==> src/rtl/bce_column_mac_if.sv <==
// Group-load, column-offset and result signals between bce_column_mac and
// its driver (the zero-column index processor plus the group source).
interface bce_column_mac_if #(
  parameter int N     = 8,
  parameter int ACT_W = 8,
  parameter int ACC_W = 24
);
  logic                    in_valid;
  logic                    in_ready;
  logic [8*N-1:0]          weights;
  logic [ACT_W*N-1:0]      acts;
  logic [6:0]              index_vector;
  logic [2:0]              shift_offset;
  logic                    offset_valid;
  logic                    offset_done;
  logic signed [ACC_W-1:0] result;
  logic                    out_valid;
  logic                    busy;
  logic                    err;

  modport master (
    output in_valid, weights, acts, shift_offset, offset_valid, offset_done,
    input  in_ready, index_vector, result, out_valid, busy, err
  );

  modport slave (
    input  in_valid, weights, acts, shift_offset, offset_valid, offset_done,
    output in_ready, index_vector, result, out_valid, busy, err
  );
endinterface

==> src/rtl/bce_column_mac.sv <==
// Bit-column dot-product engine: latches one weight/activation group and
// accumulates one shifted column partial sum per offset from the index processor.
module bce_column_mac #(
  parameter int N      = 8,
  parameter int ACT_W  = 8,
  parameter int ACC_W  = 24,
  parameter int SETTLE = 2
) (
  input  logic             clk,
  input  logic             rstn,
  bce_column_mac_if.slave  bus
);

  localparam int PSUM_W = ACT_W + 1 + $clog2(N);
  localparam int CNT_W  = (SETTLE < 2) ? 1 : $clog2(SETTLE + 1);

  typedef enum logic [1:0] {
    ST_IDLE   = 2'd0,
    ST_SETTLE = 2'd1,
    ST_RUN    = 2'd2,
    ST_OUT    = 2'd3
  } state_e;

  state_e                  state_r;
  logic [7:0]              w_r   [N];
  logic [ACT_W-1:0]        act_r [N];
  logic [6:0]              idx_r;
  logic [6:0]              consumed_r;
  logic signed [ACC_W-1:0] acc_r;
  logic signed [ACC_W-1:0] result_r;
  logic                    out_valid_r;
  logic                    err_r;
  logic [CNT_W-1:0]        cnt_r;

  logic [6:0]               mag_or_s;
  logic [6:0]               col_hot_s;
  logic signed [ACT_W:0]    act_ext_s;
  logic signed [ACT_W:0]    term_s;
  logic signed [PSUM_W-1:0] psum_s;
  logic signed [ACC_W-1:0]  part_ext_s;
  logic signed [ACC_W-1:0]  acc_next_s;

  assign bus.in_ready     = (state_r == ST_IDLE);
  assign bus.busy         = (state_r != ST_IDLE);
  assign bus.index_vector = idx_r;
  assign bus.result       = result_r;
  assign bus.out_valid    = out_valid_r;
  assign bus.err          = err_r;

  // Non-zero column map of the group currently on the load bus
  always_comb begin
    mag_or_s = 7'd0;
    for (int i = 0; i < N; i++) begin
      mag_or_s = mag_or_s | bus.weights[8*i +: 7];
    end
  end

  // One-hot column select; offset 7 maps to no column at all
  always_comb begin
    case (bus.shift_offset)
      3'd0:    col_hot_s = 7'b0000001;
      3'd1:    col_hot_s = 7'b0000010;
      3'd2:    col_hot_s = 7'b0000100;
      3'd3:    col_hot_s = 7'b0001000;
      3'd4:    col_hot_s = 7'b0010000;
      3'd5:    col_hot_s = 7'b0100000;
      3'd6:    col_hot_s = 7'b1000000;
      default: col_hot_s = 7'b0000000;
    endcase
  end

  // Signed column partial sum; negation at ACT_W+1 bits keeps -2^(ACT_W-1) exact
  always_comb begin
    psum_s    = '0;
    act_ext_s = '0;
    term_s    = '0;
    for (int i = 0; i < N; i++) begin
      act_ext_s = {act_r[i][ACT_W-1], act_r[i]};
      if ((w_r[i][6:0] & col_hot_s) != 7'd0) begin
        if (w_r[i][7]) begin
          term_s = -act_ext_s;
        end else begin
          term_s = act_ext_s;
        end
      end else begin
        term_s = '0;
      end
      psum_s = psum_s + {{(PSUM_W-ACT_W-1){term_s[ACT_W]}}, term_s};
    end
    part_ext_s = {{(ACC_W-PSUM_W){psum_s[PSUM_W-1]}}, psum_s};
    acc_next_s = acc_r + (part_ext_s <<< bus.shift_offset);
  end

  // Group FSM with operand capture, accumulation and result registers
  always_ff @(posedge clk or negedge rstn) begin
    if (!rstn) begin
      state_r     <= ST_IDLE;
      idx_r       <= 7'd0;
      consumed_r  <= 7'd0;
      acc_r       <= '0;
      result_r    <= '0;
      out_valid_r <= 1'b0;
      err_r       <= 1'b0;
      cnt_r       <= '0;
      for (int i = 0; i < N; i++) begin
        w_r[i]   <= 8'd0;
        act_r[i] <= '0;
      end
    end else begin
      out_valid_r <= 1'b0;
      case (state_r)
        ST_IDLE: begin
          if (bus.in_valid) begin
            for (int i = 0; i < N; i++) begin
              w_r[i]   <= bus.weights[8*i +: 8];
              act_r[i] <= bus.acts[ACT_W*i +: ACT_W];
            end
            idx_r      <= mag_or_s;
            consumed_r <= 7'd0;
            acc_r      <= '0;
            err_r      <= 1'b0;
            cnt_r      <= CNT_W'(SETTLE);
            state_r    <= (mag_or_s == 7'd0) ? ST_OUT : ST_SETTLE;
          end
        end
        ST_SETTLE: begin
          cnt_r <= cnt_r - CNT_W'(1);
          if (cnt_r <= CNT_W'(1)) begin
            state_r <= ST_RUN;
          end
        end
        ST_RUN: begin
          if (bus.offset_valid) begin
            if (bus.offset_done) begin
              state_r <= ST_OUT;
            end else if ((col_hot_s == 7'd0) || ((consumed_r & col_hot_s) != 7'd0)) begin
              state_r <= ST_RUN;
            end else if ((idx_r & col_hot_s) == 7'd0) begin
              err_r <= 1'b1;
            end else begin
              acc_r      <= acc_next_s;
              consumed_r <= consumed_r | col_hot_s;
              if ((consumed_r | col_hot_s) == idx_r) begin
                state_r <= ST_OUT;
              end
            end
          end
        end
        ST_OUT: begin
          result_r    <= acc_r;
          out_valid_r <= 1'b1;
          state_r     <= ST_IDLE;
        end
        default: begin
          state_r <= ST_IDLE;
        end
      endcase
    end
  end

endmodule
==> src/flat_wrapper.sv <==
// flat-port wrapper written by rule: the top's interface ports become plain ports
module bce_column_mac_flat 
#(
  parameter int N      = 8,
  parameter int ACT_W  = 8,
  parameter int ACC_W  = 24,
  parameter int SETTLE = 2
)
  (clk, rstn, bus_in_valid, bus_weights, bus_acts, bus_shift_offset, bus_offset_valid, bus_offset_done, bus_in_ready, bus_index_vector, bus_result, bus_out_valid, bus_busy, bus_err);
  bce_column_mac_if #(.N(N), .ACT_W(ACT_W), .ACC_W(ACC_W)) bus_i ();
  input  logic clk;
  input  logic rstn;
  input wire logic [$bits(bus_i.in_valid)-1:0] bus_in_valid;
  input wire logic [$bits(bus_i.weights)-1:0] bus_weights;
  input wire logic [$bits(bus_i.acts)-1:0] bus_acts;
  input wire logic [$bits(bus_i.shift_offset)-1:0] bus_shift_offset;
  input wire logic [$bits(bus_i.offset_valid)-1:0] bus_offset_valid;
  input wire logic [$bits(bus_i.offset_done)-1:0] bus_offset_done;
  output wire logic [$bits(bus_i.in_ready)-1:0] bus_in_ready;
  output wire logic [$bits(bus_i.index_vector)-1:0] bus_index_vector;
  output wire logic [$bits(bus_i.result)-1:0] bus_result;
  output wire logic [$bits(bus_i.out_valid)-1:0] bus_out_valid;
  output wire logic [$bits(bus_i.busy)-1:0] bus_busy;
  output wire logic [$bits(bus_i.err)-1:0] bus_err;
  assign bus_i.in_valid = bus_in_valid;
  assign bus_i.weights = bus_weights;
  assign bus_i.acts = bus_acts;
  assign bus_i.shift_offset = bus_shift_offset;
  assign bus_i.offset_valid = bus_offset_valid;
  assign bus_i.offset_done = bus_offset_done;
  assign bus_in_ready = bus_i.in_ready;
  assign bus_index_vector = bus_i.index_vector;
  assign bus_result = bus_i.result;
  assign bus_out_valid = bus_i.out_valid;
  assign bus_busy = bus_i.busy;
  assign bus_err = bus_i.err;
  bce_column_mac #(.N(N), .ACT_W(ACT_W), .ACC_W(ACC_W), .SETTLE(SETTLE)) u_core (.clk(clk), .rstn(rstn), .bus(bus_i));
endmodule
==> config.mk <==
export PLATFORM = sky130hd
export DESIGN_NAME = bce_column_mac_flat
export DESIGN_NICKNAME = d
export VERILOG_FILES = /design/src/rtl/bce_column_mac_if.sv /design/src/rtl/bce_column_mac.sv /design/src/flat_wrapper.sv
export SDC_FILE = /design/constraint.sdc
export NUM_CORES = 1
export LEC_CHECK = 0
export CORE_ASPECT_RATIO = 1.2
export CORE_MARGIN = 2
export CORE_UTILIZATION = 50
export DETAILED_ROUTE_END_ITERATION = 7
export PLACE_DENSITY_LB_ADDON = 0.05
export SYNTH_ARGS = -nofsm -noshare
export SYNTH_HDL_FRONTEND = slang
export SYNTH_SLANG_ARGS = --single-unit
==> constraint.sdc <==
create_clock -name clk -period 19.25 [get_ports clk]
set_input_delay 1.925 -clock clk [delete_from_list [all_inputs] [get_ports clk]]
set_output_delay 1.925 -clock clk [all_outputs]
set_load 0.03 [all_outputs]
==> flow_summary.yaml <==
run_status:
  status: "finished, final reports clean"
sta:
  fmax_ghz: 0.08587
  worst_pin_slew_ps: 1094
  grt_setup_unrepaired: "no"
  clock_skew_ps: 10.87
  relSlewSlack_pct: 27.08
  min_period_ps: 11650
  worst_slack_ps: 7605
  setup_viol: 0
  hold_viol: 0
  tns_ps: 0
  maxSlewViolCount: 0
  period_share_pct: 60.49
critical_path:
  worstPathArrival_ps: 12030
  path_buf_inv: 6
  r2r_cells: 37
  slowest_stage: "buf_2"
  reg2reg_slack_ps: 9800
  endpoint: "u_core.acc_r[22]$_DFFE_PN0P_"
  regToRegStartpoint: "u_core.w_r[51]$_DFFE_PN0P_"
  cp_top_family: "compound AO/OA/AOI/OAI gates"
  timing.rr.end: "u_core.acc_r[22]$_DFFE_PN0P_"
  critPathKind: "in -> reg"
  crit_cells: 40
  worst_path_largest_cell_delay_ps: 700
  startpoint: "bus_shift_offset[1]"
  critPathMostFrequentCell: "o21ai_0"
  path_max_fanout: 45
  critPathCaptureType: "flop"
  start_kind: "input pin"
  required_ps: 19640
synthesis:
  ys_types: 74
  synth_top_area_share_pct: 36.09
  ys_async_sr_fraction_pct: 100.0
  synth.area.top_cells: "dfrtp_1 (36%), nand2_1 (12%), fa_1 (7.4%)"
  ys_warn_count: 0
  synth_edf_count: 0
  ys_ff_latch: 196
  avgSynthCellArea_um2: 8.674
  synthCells: 1567
  synth.cell_area_um2: 13590
  ys_seq_area_share_pct: 36.09
  yosysTopAreaCell: "dfrtp_1"
  synth_ff_type: "dfrtp_1"
  synth_nets: 1814
floorplanning:
  dieArea_um2: 28520
  rows: 66
  die_w_um: 154.5
  boundaryPins: 171
  fp.dieH_um: 184.6
  initial_core_util_pct: 50.49
  core-area_um2: 26920
clock_network:
  cts_num_sinks: 196
  cts_root_buf: "clkbuf_16"
  path_clk_slew_ps: 70
  numCtsBuffers: 17
  cts_tree: "built"
  cts_resized: 0
  clock_latency_ps: 460
  h-tree-depth: 4
  cts_hold_buf: 0
  cts_setup_buffers: 0
  clockBufferDepth: 2
route:
  routed_via_density: 5.379
  drc: 0
  wl_um: 34470
  first_pass_iters: 5
  drtAntennaViolNets: 0
  vias: 11033
  drt_iter0_drc: 593
  wl_per_cell_um: 16.81
final_layout:
  fillers: 2446
  fin_nets: 1945
  area_growth_pct: 18.30
  layout-drive-gt1-share_pct: 6.487
  antennaDiodeCount: 0
  final_cell_mix: "nand2_1 (429), dfrtp_1 (196), clkdlybuf4s50_1 (167), inv_1 (114), nor2_1 (99)"
  layout_commonest_cell: "nand2_1"
  finalInstanceArea_um2: 16080
global_route:
  grtUsageTotal_pct: 24.91
  overflow: 0
  grt_max_degree: 88
  grt_pass1_vias: 10963
  grt_pass1_wl_um: 56210
  antenna_found_initial: 0
flow_run:
  max-cap-violations: 0
hold_path:
  min_path_type: "reg -> reg"
place:
  place_area_um2: 15490
  dpl_worst_slack_ps: 7209
  io_buffers: 170
  hpwlAfterDp_um: 26560
  gp_congestion: 0.8809
## Yosys cell counts, types with 6 or more instances
cell	count
a21o_1	14
a21oi_1	53
a22o_1	19
a22oi_1	6
a31oi_1	10
and2_1	9
buf_1	8
buf_2	10
clkbuf_1	41
dfrtp_1	196
fa_1	50
ha_1	61
inv_1	114
mux2_2	44
mux2i_1	31
nand2_1	430
nand2b_1	32
nand3_1	16
nand4_1	7
nor2_1	99
nor2b_1	14
nor3_1	14
nor4_1	12
o21a_1	12
o21ai_0	64
o22ai_1	8
o31ai_1	11
or4_1	7
xnor2_1	60
xor2_1	25
## area by class of cell
cell class | instances | area, µm² | share of cell area, %
clock buffers | 18 | 439.2 | 2.731
well taps | 340 | 425.4 | 2.646
multi-input cells | 1190 | 7975 | 49.60
clock inverters | 14 | 151.4 | 0.9416
inverters | 116 | 435.4 | 2.708
flip-flops and latches | 196 | 4905 | 30.50
repair buffers | 177 | 1748 | 10.87
## worst min-delay path: stages, from the launching register on
cell	delay (ps)
dfrtp_1	340
nand2_1	50
nand2_1	50
## per-stage QoR
step / util, % / hold slack [ps] / std cells
2_1_floorplan: - / 440.1 / 1567
3_3_place_gp: 57.53 / 453.1 / 2019
3_5_place_dp: 57.53 / 456.8 / 2019
4_1_cts: 59.73 / 476.9 / 2051
5_1_grt: 59.73 / 497.3 / 2051
6_report: 59.73 / 474.6 / 2051
## routing by layer
metal | track usage, % | up-vias | part of all wire (%)
li1 | - | 5462 | -
met1 | 31.70 | 5307 | 44
met2 | 44.52 | 222 | 51
met3 | 3.174 | 42 | 2.9
met4 | 7.259 | 0 | 1.8
met5 | 0 | - | 0
## flip-flops by register name (all words and copies together), names as in the netlist
register                 flops
u_core.bus.out_valid         1
u_core.acc_r                24
u_core.cnt_r                 2
u_core.act_ext_s             8
u_core.w_r                  64
u_core.act_r                56
u_core.bus.err               1
u_core.bus.index_vector      7
u_core.bus.result           24
u_core.consumed_r            7
u_core.state_r               2
## kinds of logic after synthesis
| family | after synthesis | synth area share, % |
|---|---|---|
| xor gates and xnor gates | 87 | 5.717 |
| and+or+nand+nor | 664 | 20.83 |
| buffers and inverters | 181 | 5.312 |
| muxes | 79 | 6.591 |
| adders and majority gates | 111 | 12.98 |
| AOI/OAI and AO/OA | 249 | 12.48 |
| DFF | 196 | 36.09 |
## how the worst min path moves through the flow
stage | startpoint | endpoint | slack [ps] | depth (start not counted)
after floorplan | u_core.w_r[19]$_DFFE_PN0P_ | u_core.w_r[19]$_DFFE_PN0P_ | 440 | 2
after global placement | u_core.w_r[34]$_DFFE_PN0P_ | u_core.w_r[34]$_DFFE_PN0P_ | 450 | 2
after detailed placement | u_core.w_r[19]$_DFFE_PN0P_ | u_core.w_r[19]$_DFFE_PN0P_ | 460 | 2
after CTS | u_core.w_r[12]$_DFFE_PN0P_ | u_core.w_r[12]$_DFFE_PN0P_ | 480 | 2
after global routing | u_core.w_r[5]$_DFFE_PN0P_ | u_core.w_r[5]$_DFFE_PN0P_ | 500 | 2
final | u_core.w_r[14]$_DFFE_PN0P_ | u_core.w_r[14]$_DFFE_PN0P_ | 470 | 2
Power is left out: the tool's default activity adds up to more than one toggle a clock period on the data nets, which glitch-free logic cannot reach.
